$ cat config.mk
export PLATFORM = sky130hd
export DESIGN_NAME = countdown_timer_ctrl_flat
export DESIGN_NICKNAME = d
export VERILOG_FILES = /design/src/rtl/countdown_timer_ctrl_pkg.sv /design/src/rtl/countdown_timer_ctrl_if.sv /design/src/rtl/countdown_timer_ctrl_ld_down_counter.sv /design/src/rtl/countdown_timer_ctrl.sv /design/src/flat_wrapper.sv
export SDC_FILE = /design/constraint.sdc
export NUM_CORES = 1
export LEC_CHECK = 0
export BUFFER_PORTS_ARGS = -buffer_cell sky130_fd_sc_hd__buf_2
export CAP_MARGIN = 25
export CORE_ASPECT_RATIO = 2
export CORE_MARGIN = 8
export CORE_UTILIZATION = 43
export CTS_CLUSTER_DIAMETER = 80
export CTS_CLUSTER_SIZE = 8
export DETAILED_ROUTE_END_ITERATION = 7
export GPL_TIMING_DRIVEN = 1
export SYNTH_ARGS = -nofsm -noshare
export SYNTH_HDL_FRONTEND = slang
export SYNTH_SLANG_ARGS = --single-unit
$ cat constraint.sdc
create_clock -name clk -period 4.33 [get_ports clk]
set_clock_uncertainty 0.15 [all_clocks]
set_input_delay 0.433 -clock clk [delete_from_list [all_inputs] [get_ports clk]]
set_output_delay 0.433 -clock clk [all_outputs]
set_load 0.05 [all_outputs]
$ cat src/rtl/countdown_timer_ctrl_pkg.sv
// countdown_defs: shared definitions for the countdown timer slice.
//   BIT_DEF     - default width of the main count / load value
//   PRE_BIT_DEF - default width of the prescaler
//   state_t     - controller state encoding
package countdown_defs;

  localparam int unsigned BIT_DEF     = 8;
  localparam int unsigned PRE_BIT_DEF = 4;

  typedef enum logic [1:0] {
    ST_IDLE  = 2'b00,
    ST_RUN   = 2'b01,
    ST_PAUSE = 2'b10,
    ST_DONE  = 2'b11
  } state_t;

endpackage

$ cat src/rtl/countdown_timer_ctrl_if.sv
// countdown_timer_ctrl_if: control/status bundle between a control source
// (master) and the countdown timer controller (slave).
//   start/stop        - one-cycle requests
//   pause             - level hold
//   auto_reload       - 1 = periodic, 0 = one-shot (sampled at start)
//   load_val/prescale - count and tick divider (sampled at start)
//   count/busy/done/tc_pulse - registered status returned by the timer
interface countdown_timer_ctrl_if #(
  parameter int unsigned BIT     = countdown_defs::BIT_DEF,
  parameter int unsigned PRE_BIT = countdown_defs::PRE_BIT_DEF
);
  logic               start;
  logic               stop;
  logic               pause;
  logic               auto_reload;
  logic [BIT-1:0]     load_val;
  logic [PRE_BIT-1:0] prescale;
  logic [BIT-1:0]     count;
  logic               busy;
  logic               done;
  logic               tc_pulse;

  modport master (
    output start, stop, pause, auto_reload, load_val, prescale,
    input  count, busy, done, tc_pulse
  );

  modport slave (
    input  start, stop, pause, auto_reload, load_val, prescale,
    output count, busy, done, tc_pulse
  );
endinterface

$ cat src/rtl/countdown_timer_ctrl_ld_down_counter.sv
// ld_down_counter: loadable, enabled down counter with async active-low reset.
//   clk, reset_n - clock and asynchronous reset (q clears to 0)
//   load, d      - load d into q (has priority over en)
//   en           - decrement q by one
//   q            - current value
//   is_one       - q == 1
module ld_down_counter #(
  parameter int unsigned BIT = 8
) (
  input  logic           clk,
  input  logic           reset_n,
  input  logic           load,
  input  logic           en,
  input  logic [BIT-1:0] d,
  output logic [BIT-1:0] q,
  output logic           is_one
);

  always_ff @(posedge clk or negedge reset_n) begin
    if (!reset_n) begin
      q <= '0;
    end else if (load) begin
      q <= d;
    end else if (en) begin
      q <= q - BIT'(1);
    end
  end

  assign is_one = (q == BIT'(1));

endmodule

$ cat src/rtl/countdown_timer_ctrl.sv
// countdown_timer_ctrl: sequencing controller for a prescaled down-counter.
//   clk     - rising-edge clock
//   reset_n - asynchronous active-low reset
//   bus     - slave side of countdown_timer_ctrl_if (start/stop/pause,
//             config inputs; count/busy/done/tc_pulse outputs)
// Holds the IDLE/RUN/PAUSE/DONE FSM, the configuration latched at start and
// the terminal-count pulse register; two ld_down_counter instances form the
// main count and the prescaler.
module countdown_timer_ctrl
  import countdown_defs::*;
#(
  parameter int unsigned BIT     = BIT_DEF,
  parameter int unsigned PRE_BIT = PRE_BIT_DEF
) (
  input logic                   clk,
  input logic                   reset_n,
  countdown_timer_ctrl_if.slave bus
);

  state_t             state, state_n;
  logic [BIT-1:0]     load_r;
  logic [PRE_BIT-1:0] pre_r;
  logic               ar_r;
  logic               tc_r, tc_n;
  logic               cfg_we;

  logic               cnt_load, cnt_en, cnt_one;
  logic [BIT-1:0]     cnt_d, cnt_q;
  logic               pre_load, pre_en, pre_one;
  logic [PRE_BIT-1:0] pre_d, pre_q;
  logic               tick;

  ld_down_counter #(.BIT(BIT)) u_main_cnt (
    .clk    (clk),
    .reset_n(reset_n),
    .load   (cnt_load),
    .en     (cnt_en),
    .d      (cnt_d),
    .q      (cnt_q),
    .is_one (cnt_one)
  );

  ld_down_counter #(.BIT(PRE_BIT)) u_prescaler (
    .clk    (clk),
    .reset_n(reset_n),
    .load   (pre_load),
    .en     (pre_en),
    .d      (pre_d),
    .q      (pre_q),
    .is_one (pre_one)
  );

  assign tick = (pre_q == '0);

  always_ff @(posedge clk or negedge reset_n) begin
    if (!reset_n) begin
      state  <= ST_IDLE;
      tc_r   <= 1'b0;
      load_r <= '0;
      pre_r  <= '0;
      ar_r   <= 1'b0;
    end else begin
      state <= state_n;
      tc_r  <= tc_n;
      if (cfg_we) begin
        load_r <= bus.load_val;
        pre_r  <= bus.prescale;
        ar_r   <= bus.auto_reload;
      end
    end
  end

  always_comb begin
    state_n  = state;
    tc_n     = 1'b0;
    cfg_we   = 1'b0;
    cnt_load = 1'b0;
    cnt_en   = 1'b0;
    cnt_d    = load_r;
    pre_load = 1'b0;
    pre_en   = 1'b0;
    pre_d    = pre_r;

    if (bus.stop) begin
      state_n  = ST_IDLE;
      cnt_load = 1'b1;
      cnt_d    = '0;
      pre_load = 1'b1;
      pre_d    = '0;
    end else begin
      unique case (state)
        ST_IDLE, ST_DONE: begin
          if (bus.start) begin
            cfg_we   = 1'b1;
            cnt_load = 1'b1;
            cnt_d    = bus.load_val;
            pre_load = 1'b1;
            pre_d    = bus.prescale;
            // A zero load expires on the start edge itself.
            if (bus.load_val == '0) begin
              state_n = ST_DONE;
              tc_n    = 1'b1;
            end else begin
              state_n = ST_RUN;
            end
          end
        end
        ST_RUN: begin
          if (bus.pause) begin
            state_n = ST_PAUSE;
          end else if (!tick) begin
            pre_en = 1'b1;
          end else begin
            pre_load = 1'b1;
            if (cnt_one) begin
              tc_n = 1'b1;
              if (ar_r) begin
                cnt_load = 1'b1;
              end else begin
                // 1 -> 0 via the decrement path ends the one-shot.
                cnt_en  = 1'b1;
                state_n = ST_DONE;
              end
            end else begin
              cnt_en = 1'b1;
            end
          end
        end
        ST_PAUSE: begin
          if (!bus.pause) begin
            state_n = ST_RUN;
          end
        end
        default: state_n = ST_IDLE;
      endcase
    end
  end

  // A prescaler sitting at one must reach zero on an uninterrupted RUN edge.
  a_pre_one_to_zero: assert property (@(posedge clk) disable iff (!reset_n)
    (state == ST_RUN && !bus.pause && !bus.stop && pre_one) |=> (pre_q == '0));

  assign bus.count    = cnt_q;
  assign bus.busy     = (state == ST_RUN) || (state == ST_PAUSE);
  assign bus.done     = (state == ST_DONE);
  assign bus.tc_pulse = tc_r;

endmodule

$ cat src/flat_wrapper.sv
// flat-port wrapper written by rule: the top's interface ports become plain ports
module countdown_timer_ctrl_flat import countdown_defs::*;
#(
  parameter int unsigned BIT     = BIT_DEF,
  parameter int unsigned PRE_BIT = PRE_BIT_DEF
)
  (clk, reset_n, bus_start, bus_stop, bus_pause, bus_auto_reload, bus_load_val, bus_prescale, bus_count, bus_busy, bus_done, bus_tc_pulse);
  countdown_timer_ctrl_if #(.BIT(BIT), .PRE_BIT(PRE_BIT)) bus_i ();
  input logic clk;
  input logic reset_n;
  input wire logic [$bits(bus_i.start)-1:0] bus_start;
  input wire logic [$bits(bus_i.stop)-1:0] bus_stop;
  input wire logic [$bits(bus_i.pause)-1:0] bus_pause;
  input wire logic [$bits(bus_i.auto_reload)-1:0] bus_auto_reload;
  input wire logic [$bits(bus_i.load_val)-1:0] bus_load_val;
  input wire logic [$bits(bus_i.prescale)-1:0] bus_prescale;
  output wire logic [$bits(bus_i.count)-1:0] bus_count;
  output wire logic [$bits(bus_i.busy)-1:0] bus_busy;
  output wire logic [$bits(bus_i.done)-1:0] bus_done;
  output wire logic [$bits(bus_i.tc_pulse)-1:0] bus_tc_pulse;
  assign bus_i.start = bus_start;
  assign bus_i.stop = bus_stop;
  assign bus_i.pause = bus_pause;
  assign bus_i.auto_reload = bus_auto_reload;
  assign bus_i.load_val = bus_load_val;
  assign bus_i.prescale = bus_prescale;
  assign bus_count = bus_i.count;
  assign bus_busy = bus_i.busy;
  assign bus_done = bus_i.done;
  assign bus_tc_pulse = bus_i.tc_pulse;
  countdown_timer_ctrl #(.BIT(BIT), .PRE_BIT(PRE_BIT)) u_core (.clk(clk), .reset_n(reset_n), .bus(bus_i));
endmodule
==> results <==
- In the routed layout, each cell is associated on average with a via count of 5.42.
- The number of vias after detailed routing is 1394.
- Traced cell by cell, the critical path runs through inv_1, ha_1, and2_1, a21oi_1, o31a_1, mux2i_1, o22ai_1.
- The count of endpoints failing hold in the final timing report came to 0.
- For the worst setup path, the data required time is 4340 ps.
- The start point of the critical path is u_core.state[0].
- The number of cells traversed by the worst register-to-register path is 7.
- The kind of start point of the critical path is a register.
- The starting utilization of the core area is 44.1%.
- Routability-driven placement finished with a final weighted congestion of 0.763.
- The number of buffers added by the clock tree synthesis step is 3.
- The number of buffers inserted by port buffering is 28.
- The number of instances in the synthesized netlist is 183.
- The critical path arrival is 2580 ps.
- Ranked by total cell area, the synthesized netlist is headed by sky130_fd_sc_hd__dfrtp_1, sky130_fd_sc_hd__mux2_2, sky130_fd_sc_hd__nand2_1.
- The detailed-router iteration count before antenna repair is 4.
- The number of remaining DRC errors is 0.
- The die width is 61.5 um.
- The cts-stage hold buffer count is 0.
- Max-cap violations in this run came to 0.
- Cells fill 49.7% of the core in the end.
- The top cell type by total area after synthesis is sky130_fd_sc_hd__dfrtp_1.
- The slew at the pin closest to its max-slew limit is 645 ps.
- Of the post-synthesis cell area, the dominant cell type holds 39.3%.
- By startpoint and endpoint, the worst setup path is classified as reg -> reg.
- Across every metal layer, demand over resource in global routing totals 14.2%.
- In this run the critical register-to-register path is launched from u_core.state[0].
- The standard-cell row count is 33.
- The level count of the clock H-tree is 1.
- In this run the power density over the cells is 750 nW/um2.
- In this run the mean area of a mapped cell was 9.74 um2.
- After detailed routing, the average wire length per cell comes to 16.2 um.
- The routed design has 4.16 mm of wire.
- The final number of setup-violating endpoints is 0.
- Subtracting the final worst setup slack from the clock period gives 2570 ps.
- For the worst-skew pair, the clock arrives at the later sink with an insertion delay of 280 ps.
- The total buffers and inverters traversed by the critical path is 1.
- Sequential elements use 39.3% of the synthesized area.
- The final layout contains 231 nets.
- The static power due to leakage is 0.922 nW.
- For this run, the number of Yosys warnings is 0.
- The worst relative slew slack is 57.0%.
- The capturing point of the worst reg2reg path is u_core.u_main_cnt.q[7].
- The number of buffers inserted by post-CTS setup repair is 0.
- The buffer levels on the longest clock path is 2.
- The cell with the largest stage delay on the worst path is sky130_fd_sc_hd__o31a_1.
- The HPWL after detailed placement is 3.29 mm.
- Global routing finished with a remaining overflow of 0.
- Setup repair after global routing left no endpoint under its margin.
- The area growth from synthesis to final layout is 12.7%.
- The cell area that synthesis handed to floorplanning was 1780 um2.
- The portion of the clock cycle consumed by the worst path in the final layout is 59.3%.
- The count of pins over their slew limit is 0.
- The critical path crosses 7 cells after its start point.
- The flow ran to the end, and the final reports show no timing, DRC or antenna violations.
- The number of distinct standard cells referenced by the synthesized netlist is 45.
- From bottom edge to top edge, the die measures 107 um.
- The number of storage elements in the synthesis netlist is 28.
- The peak per-stage delay on the critical path is 430 ps.
- In the synthesized netlist the async set-or-reset flop fraction comes to 100%.
- The first global-routing pass estimated 7.22 mm of wire.
- The number of global-route vias before repair was 1507.
- Across the whole layout, storage elements account for 701 um2.
- The placeable core region is 4050 um2.
- The antenna diode count is 0.
- In this run, synthesis inferred 0 flip-flops with an integrated enable.
- The cell class contributing the biggest share of worst-path delay is compound AO/OA/AOI/OAI gates.
- The clock transition at the registers of the reported paths is 100 ps.
- The boundary pin count is 29.
- The min-delay analysis places its worst path in the category in -> async.
- The share of post-route cells with drive strength above 1 is 28.8%.
- The die area is 6590 um2.
- Of all nets on the critical path, the largest fanout is 16.
- Counting every net in the synthesized netlist gives 208.
- The area of the multi-input gates is 991 um2.
- Once the clock tree was built, the resizer swapped 0 gates to a different size.
- Entering global routing, the biggest net connects 29 pins.
- The first routing iteration left 54 violations.
- The number of clock sinks is 28.
- STA classifies the critical path endpoint as a register.
- The number of filler cells placed in the layout is 412.
- For flop-to-flop paths, the worst setup slack is 1760 ps.
- For this run, the leading register cell type out of synthesis is sky130_fd_sc_hd__dfrtp_1.
- Once detail routing completed, the nets flagged for antenna violations numbered 0.
- CTS placed an instance of sky130_fd_sc_hd__clkbuf_8 at the clock tree root.
- The upper clock frequency limit is 0.389 GHz.
- The number of antenna violations at the first check in global routing is 0.
- TritonCTS built the clock tree.
- The most critical setup path has its endpoint at u_core.u_main_cnt.q[7].
- The worst IR drop on VDD is 0.339 mV.
- The summed negative setup slack over all endpoints is 0 ps.
## cells by family after synthesis
logic type	count (synthesis)	share of synthesized area, %
AND/OR/NAND/NOR	63	18.7
AO/OA/AOI/OAI	35	14.7
flip-flops	28	39.3
multiplexers	23	14.4
buffers and inverters	21	5.12
adder cells (fa/ha/maj)	7	4.91
XOR/XNOR	6	2.95
## through the flow
stage	cell area [um2]	hold WS, ps	total power, mW	setup slack, ps	std cells
after global routing	2010	69.1	1.63	1520	257
after global placement	1940	338	1.28	1880	253
after floorplan	1780	-12.6	1.13	2120	183
final	2010	4.02	1.51	1760	257
after CTS	2010	35.8	1.52	1740	257
after detailed placement	1940	344	1.31	1770	253
## layout by cell type (no fill, tap or decap), types with 2 or more instances in the layout
cell,Yosys,final
sky130_fd_sc_hd__o21ai_0,3,3
sky130_fd_sc_hd__nor2_1,9,9
sky130_fd_sc_hd__clkbuf_8,0,3
sky130_fd_sc_hd__nor3_1,4,4
sky130_fd_sc_hd__mux2_2,17,17
sky130_fd_sc_hd__xnor2_1,2,2
sky130_fd_sc_hd__dfrtp_1,28,28
sky130_fd_sc_hd__nand3_1,2,2
sky130_fd_sc_hd__ha_1,7,7
sky130_fd_sc_hd__mux2i_1,5,5
sky130_fd_sc_hd__o2bb2ai_1,2,2
sky130_fd_sc_hd__a21o_1,2,2
sky130_fd_sc_hd__o21bai_1,2,2
sky130_fd_sc_hd__nand2b_1,3,3
sky130_fd_sc_hd__nand2_1,30,30
sky130_fd_sc_hd__inv_1,11,11
sky130_fd_sc_hd__a21oi_1,13,13
sky130_fd_sc_hd__o31a_1,2,2
sky130_fd_sc_hd__or4_1,2,2
sky130_fd_sc_hd__a211oi_1,2,2
sky130_fd_sc_hd__buf_2,4,28
sky130_fd_sc_hd__xor2_1,4,4
sky130_fd_sc_hd__o22ai_1,2,2
## layout make-up
class	count	share of cell area [%]
sequential	28	34.9
tap	52	3.24
clock inverter	1	1.49
inverter	11	2.05
timing repair buffer	28	6.97
multi-input combinational	134	49.3
clock buffer	3	2.05
## power breakdown
group / internal, mW / total [mW] / switching (mW)
registers: 0.380 / 0.485 / 0.105
clock network: 0.124 / 0.210 / 0.0862
logic: 0.313 / 0.812 / 0.499
## worst min-delay path by stage
| stage | start | endpoint | cells past startpoint |
|---|---|---|---|
| 2_1_floorplan | reset_n | u_core.ar_r | 0 |
| 3_3_place_gp | u_core.load_r[1] | u_core.load_r[1] | 1 |
| 3_5_place_dp | u_core.load_r[1] | u_core.load_r[1] | 1 |
| 4_1_cts | reset_n | u_core.u_main_cnt.q[3] | 1 |
| 5_1_grt | reset_n | u_core.u_main_cnt.q[3] | 1 |
| 6_report | reset_n | u_core.u_main_cnt.q[3] | 1 |
## registers in the layout, indices dropped and copies added (netlist names)
signal,count
u_core.pre_r,4
u_core.state,2
u_core.bus.tc_pulse,1
u_core.u_prescaler.q,4
u_core.load_r,8
u_core.u_main_cnt.q,8
u_core.ar_r,1
## layer usage
metal | share of wire [%] | track usage (%) | vias to the layer above
met4 | 1.2 | 4.43 | 0
li1 | - | - | 685
met1 | 37 | 14.7 | 683
met3 | 4.4 | 2.40 | 4
met5 | 0 | 0 | -
met2 | 57 | 26.7 | 22
## synthesized netlist by cell type (2+ instances only)
master,n
sky130_fd_sc_hd__xor2_1,4
sky130_fd_sc_hd__or4_1,2
sky130_fd_sc_hd__nand2b_1,3
sky130_fd_sc_hd__clkbuf_1,5
sky130_fd_sc_hd__mux2_2,17
sky130_fd_sc_hd__o21ai_0,3
sky130_fd_sc_hd__o22ai_1,2
sky130_fd_sc_hd__a21oi_1,13
sky130_fd_sc_hd__a21o_1,2
sky130_fd_sc_hd__a211oi_1,2
sky130_fd_sc_hd__nand3_1,2
sky130_fd_sc_hd__inv_1,11
sky130_fd_sc_hd__o21bai_1,2
sky130_fd_sc_hd__nand2_1,30
sky130_fd_sc_hd__dfrtp_1,28
sky130_fd_sc_hd__mux2i_1,5
sky130_fd_sc_hd__nor3_1,4
sky130_fd_sc_hd__xnor2_1,2
sky130_fd_sc_hd__o31a_1,2
sky130_fd_sc_hd__nor2_1,9
sky130_fd_sc_hd__ha_1,7
sky130_fd_sc_hd__buf_2,4
sky130_fd_sc_hd__o2bb2ai_1,2
No activity file was read; power rests on OpenSTA's default activity.
